==> src/rtl/mem_req_demux.sv <==
// mem_req_demux
//   Routes one memory request at a time from a single initiator to one of two
//   targets. Address nibble [31:28] == MMIO_REGION selects target 1 (MMIO), any
//   other value selects target 0 (RAM). The request fields are registered once
//   and shared by both targets. The selected target's response, or a timeout
//   error, is returned to the initiator as a one-cycle pulse.
//
// Ports
//   clk, rst                 clock, synchronous active-high reset
//   req_valid/req_ready      initiator request handshake (ready only in IDLE)
//   req_addr/wdata/we/be     initiator request fields
//   rsp_valid/rdata/err      one-cycle response pulse; rdata/err are 0 otherwise
//   t_addr/wdata/we/be       registered request fields shared by both targets
//   t0_valid/t1_valid        per-target request valid
//   t0_ready/t1_ready        per-target request accept
//   t0_rsp_valid/t1_rsp_valid, t0_rdata/t1_rdata   per-target response
module mem_req_demux #(
  parameter logic [3:0]  MMIO_REGION = 4'h8,
  parameter int unsigned TIMEOUT     = 15
) (
  input  logic        clk,
  input  logic        rst,
  input  logic        req_valid,
  output logic        req_ready,
  input  logic [31:0] req_addr,
  input  logic [31:0] req_wdata,
  input  logic        req_we,
  input  logic [3:0]  req_be,
  output logic        rsp_valid,
  output logic [31:0] rsp_rdata,
  output logic        rsp_err,
  output logic [31:0] t_addr,
  output logic [31:0] t_wdata,
  output logic        t_we,
  output logic [3:0]  t_be,
  output logic        t0_valid,
  output logic        t1_valid,
  input  logic        t0_ready,
  input  logic        t1_ready,
  input  logic        t0_rsp_valid,
  input  logic        t1_rsp_valid,
  input  logic [31:0] t0_rdata,
  input  logic [31:0] t1_rdata
);

  localparam logic [7:0] TIMEOUT_CNT = TIMEOUT[7:0];

  typedef enum logic [1:0] {IDLE, ISSUE, WAIT, RESP} state_t;

  state_t      state, state_nxt;
  logic        sel;
  logic [7:0]  cnt;
  logic [31:0] rdata_q;
  logic        err_q;

  logic        sel_ready, sel_rsp;
  logic [31:0] sel_rdata;
  logic        timeout_hit;
  logic        capture, time_out;

  // Only the selected target's handshake signals are ever looked at.
  assign sel_ready   = sel ? t1_ready     : t0_ready;
  assign sel_rsp     = sel ? t1_rsp_valid : t0_rsp_valid;
  assign sel_rdata   = sel ? t1_rdata     : t0_rdata;
  assign timeout_hit = (cnt == TIMEOUT_CNT);

  always_comb begin
    state_nxt = state;
    capture   = 1'b0;
    time_out  = 1'b0;
    case (state)
      IDLE: begin
        if (req_valid) state_nxt = ISSUE;
      end
      ISSUE: begin
        // A response qualifies only together with the accept; it also beats
        // a timeout landing in the same cycle.
        if (sel_ready && sel_rsp) begin
          capture   = 1'b1;
          state_nxt = RESP;
        end else if (timeout_hit) begin
          time_out  = 1'b1;
          state_nxt = RESP;
        end else if (sel_ready) begin
          state_nxt = WAIT;
        end
      end
      WAIT: begin
        if (sel_rsp) begin
          capture   = 1'b1;
          state_nxt = RESP;
        end else if (timeout_hit) begin
          time_out  = 1'b1;
          state_nxt = RESP;
        end
      end
      RESP:    state_nxt = IDLE;
      default: state_nxt = IDLE;
    endcase
  end

  always_ff @(posedge clk) begin
    if (rst) begin
      state   <= IDLE;
      t_addr  <= '0;
      t_wdata <= '0;
      t_we    <= 1'b0;
      t_be    <= '0;
      sel     <= 1'b0;
      cnt     <= '0;
      rdata_q <= '0;
      err_q   <= 1'b0;
    end else begin
      state <= state_nxt;
      if (state == IDLE && req_valid) begin
        t_addr  <= req_addr;
        t_wdata <= req_wdata;
        t_we    <= req_we;
        t_be    <= req_be;
        sel     <= (req_addr[31:28] == MMIO_REGION);
        cnt     <= '0;
      end else if (state == ISSUE || state == WAIT) begin
        cnt <= cnt + 8'd1;
      end
      if (capture) begin
        rdata_q <= sel_rdata;
        err_q   <= 1'b0;
      end else if (time_out) begin
        rdata_q <= '0;
        err_q   <= 1'b1;
      end
    end
  end

  assign req_ready = (state == IDLE);
  assign t0_valid  = (state == ISSUE) && !sel;
  assign t1_valid  = (state == ISSUE) &&  sel;
  assign rsp_valid = (state == RESP);
  // Gate the held response so the initiator sees zeros outside the pulse.
  assign rsp_rdata = (state == RESP) ? rdata_q : '0;
  assign rsp_err   = (state == RESP) && err_q;

endmodule

==> config.mk <==
export PLATFORM = sky130hd
export DESIGN_NAME = mem_req_demux
export DESIGN_NICKNAME = d
export VERILOG_FILES = /design/src/rtl/mem_req_demux.sv
export SDC_FILE = /design/constraint.sdc
export NUM_CORES = 1
export LEC_CHECK = 0
export ABC_AREA = 1
export BUFFER_PORTS_ARGS = -buffer_cell sky130_fd_sc_hd__buf_2
export CAP_MARGIN = 20
export CORE_ASPECT_RATIO = 0.8
export CORE_MARGIN = 4
export CORE_UTILIZATION = 49
export DETAILED_ROUTE_END_ITERATION = 7
export PLACE_DENSITY = 0.93
export SETUP_SLACK_MARGIN = 0.5
export SKIP_LAST_GASP = 1
export SYNTH_ARGS = -nofsm -noshare
export SYNTH_HDL_FRONTEND = slang
export SYNTH_SLANG_ARGS = --single-unit
==> constraint.sdc <==
create_clock -name clk -period 3.5 [get_ports clk]
set_clock_uncertainty 0.15 [all_clocks]
set_input_delay 0.35 -clock clk [delete_from_list [all_inputs] [get_ports clk]]
set_output_delay 0.35 -clock clk [all_outputs]
set_load 0.005 [all_outputs]
==> metrics.md <==
| Metric | Value |
|---|---|
| Status | finished clean |
| Ys async rst share | 0 |
| Sum Neg Setup Slack | 0 ns |
| Buffers on Ports | 245 |
| Total congestion overflow | 0 |
| Synth Register Bits | 113 |
| RSZ-0062 raised after global routing | no |
| Multi-input logic area | 2205 um2 |
| Post-Place Cell Area | 6088 um2 |
| Critical path fanouts, max | 33 |
| Fmax | 0.4404 GHz |
| Setup crit start kind | register |
| Max incr delay on CP | 0.40 ns |
| Yosys cell types | 29 |
| CTS Buf Count | 17 |
| Share of post-route cells with drive strength above 1 | 0.3075 |
| Post-route cell area | 6684 um2 |
| Worst r2r dst | rdata_q[25]$_SDFFE_PP0P_ |
| Reg2reg setup slack | 1.23 ns |
| Fin crit period | 2.270 ns |
| Final count of hold timing violations | 0 |
| Register area | 2262 um2 |
| Lkg Pwr | 3.594 nW |
| Hold Buf Count CTS | 0 |
| Routed Antenna Nets | 0 |
| Worst hold margin | 0.04923 ns |
| Synth Instances | 716 |
| Syn_area_per_cell | 6.831 um2 |
| DP Wirelength | 9958 um |
| Worst VDD drop | 0.4570 mV |
| Die width | 119.7 um |
| Initial Util | 0.5048 |
| Commonest cells post-synth | nand2_1, nor2_1, dfxtp_1 |
| DRC Markers | 0 |
| Fillers | 876 |
| Final Max Tran Viols | 0 |
| Die Ht | 97.36 um |
| Worst Setup End Kind | register |
| Pwr Density | 681.1 nW/um2 |
| CP cell instances | inv_1, ha_1, inv_1, a21oi_2, nand2_4, inv_4, nand2_1, a21oi_1 |
| Row cnt | 32 |
| Net Count, Synth | 861 |
| Antenna Cells | 0 |
| Most repeated library cell on the critical path | inv_1 |
| Share of the synthesized area in the top cell type | 0.4625 |
| Vias per cell | 4.782 |
| Hold Startpoint | req_addr[22] |
| Critical path class | reg -> reg |
| Initial antenna violation count | 1 |
| CTS tree | done |
| Longest Clk Path Bufs | 2 |
| Pre-antenna DRT Iters | 5 |
| Final worst path period share | 0.6487 |
| Synth area leaders | dfxtp_1, nand2_1, nor2_1 |
| Hold endpoint | t_addr[22]$_SDFFE_PP0P_ |
| CTS clock-pin slew for the worst setup and hold paths | 0.06 ns |
| Crit Reg-Reg Startpoint | state[0]$_SDFFE_PP0P_ |
| Placed insts | 1057 |
| Req. time, crit path | 3.67 ns |
| Number of synthesized flops with an enable pin | 0 |
| Hold Path Stages | 3 |
| Per-cell routed wire length | 12.74 um |
| CTS H-tree depth | 4 |
| Finished Core Util | 0.6898 |
| Vias in the first global route | 4821 |
| Final Setup Violations | 0 |
| Synth warnings | 0 |
| Post-Syn Area | 4891 um2 |
| Main synth FF type | dfxtp_1 |
| Die ar. | 11650 um2 |
| Finished Layout Cells | 1089 |
| CTS resizes | 0 |
| Clk sinks | 113 |
| Post-synthesis sequential area ratio | 0.4625 |
| Least-Margin Pin Slew | 0.7012 ns |
| Yosys top cell by area | dfxtp_1 |
| CP arrival | 2.44 ns |
| Core footprint | 9689 um2 |
| Largest net degree at the start of global routing | 71 |
| Slowest CP cell | ha_1 |
| First-pass GRT wire length | 21940 um |
| Max-Cap Viols | 0 |
| Vias | 5208 |
| Post-CTS setup buffer count | 0 |
| Top-count cell post-synth | nand2_1 |
| # IOs | 246 |
| Fin nets | 1085 |
| Clk root buf | clkbuf_16 |
| First DRT Iteration DRCs | 312 |
| HP Class | in -> reg |
| WL final | 13870 um |
| Clk Latency, worst-skew pair | 0.40 ns |
| Tot GR Track Use | 0.2301 |
| Reg2Reg Depth | 8 |
| Gp weighted congestion | 0.8495 |
| Slew HR | 0.5325 |
| Area growth from synthesis to layout | 36.66% |
==> layer usage <==
layer | up-vias | track usage | wire length [um]
met5 | - | 0 | 11
met4 | 2 | 0.08363 | 217
met3 | 19 | 0.09313 | 1396
met2 | 219 | 0.3945 | 6796
met1 | 2278 | 0.2571 | 5449
li1 | 2690 | - | -
==> where the power goes <==
part	switching (W)	internal [W]
sequential	0.000145	0.00158
combinational	0.000669	0.000465
clock	0.000615	0.00108
total	0.00143	0.00312
==> flip-flops by register name (all words and copies together) (netlist names), 2 cells and up <==
| name | cells |
|---|---|
| t_wdata | 32 |
| t_addr | 32 |
| state | 2 |
| rdata_q | 32 |
| cnt | 8 |
| t_be | 4 |
==> layout by cell type, fill, tap and decap left out, drive strengths merged, types with 4 or more instances in the layout <==
cell / synthesis / routed
clkinv: 0 / 6
nor2: 151 / 151
o21ai: 70 / 70
clkinvlp: 0 / 4
buf: 13 / 250
nand2: 194 / 194
dfxtp: 113 / 113
nor3: 4 / 4
nand3: 38 / 38
clkbuf: 32 / 18
inv: 48 / 50
a21oi: 39 / 39
ha: 5 / 5
==> worst max path at each step <==
stage / start / end / slack (ns) / depth (start not counted)
CTS: state[0]$_SDFFE_PP0P_ / rdata_q[15]$_SDFFE_PP0P_ / 1.26 / 8
global route: state[0]$_SDFFE_PP0P_ / rdata_q[11]$_SDFFE_PP0P_ / 1.03 / 8
detailed placement: state[0]$_SDFFE_PP0P_ / rdata_q[15]$_SDFFE_PP0P_ / 1.27 / 8
floorplan: state[0]$_SDFFE_PP0P_ / rdata_q[10]$_SDFFE_PP0P_ / 1.76 / 9
global placement: state[0]$_SDFFE_PP0P_ / rdata_q[14]$_SDFFE_PP0P_ / 1.36 / 8
finish: state[0]$_SDFFE_PP0P_ / rdata_q[25]$_SDFFE_PP0P_ / 1.23 / 8
==> layout make-up <==
cell class / instances / share of cell area
Clock inverter: 14 / 0.02340
Timing Repair Buffer: 250 / 0.1891
Multi-Input combinational cell: 510 / 0.3298
Inverter: 48 / 0.02808
Sequential cell: 113 / 0.3385
Tap cell: 136 / 0.02546
Clock buffer: 18 / 0.06571
==> logic make-up (layout without fill, tap and decap cells) <==
logic type,count (synthesis),count (layout),synth area share
buffers and inverters,93,330,0.08723
xor gates and xnor gates,2,2,0.003582
DFF,113,113,0.4625
adders and majority gates,5,5,0.01279
AOI/OAI and AO/OA,112,112,0.1167
and+or+nand+nor,391,391,0.3172
==> worst max-delay path: cells and delay by family, from the launching register on <==
family	cells	cell delay (ns)
and+or+nand+nor	2	0.36
DFF	1	0.38
adders and majority gates	1	0.40
AOI/OAI and AO/OA	2	0.32
buffers and inverters	3	0.58
==> per-stage QoR <==
stage	worst slack, ns	power, W
2_1_floorplan	1.765	0.002426
3_3_place_gp	1.359	0.002853
3_5_place_dp	1.272	0.002891
4_1_cts	1.262	0.004586
5_1_grt	1.031	0.004836
6_report	1.230	0.004552
No activity file was read; power rests on OpenSTA's default activity.
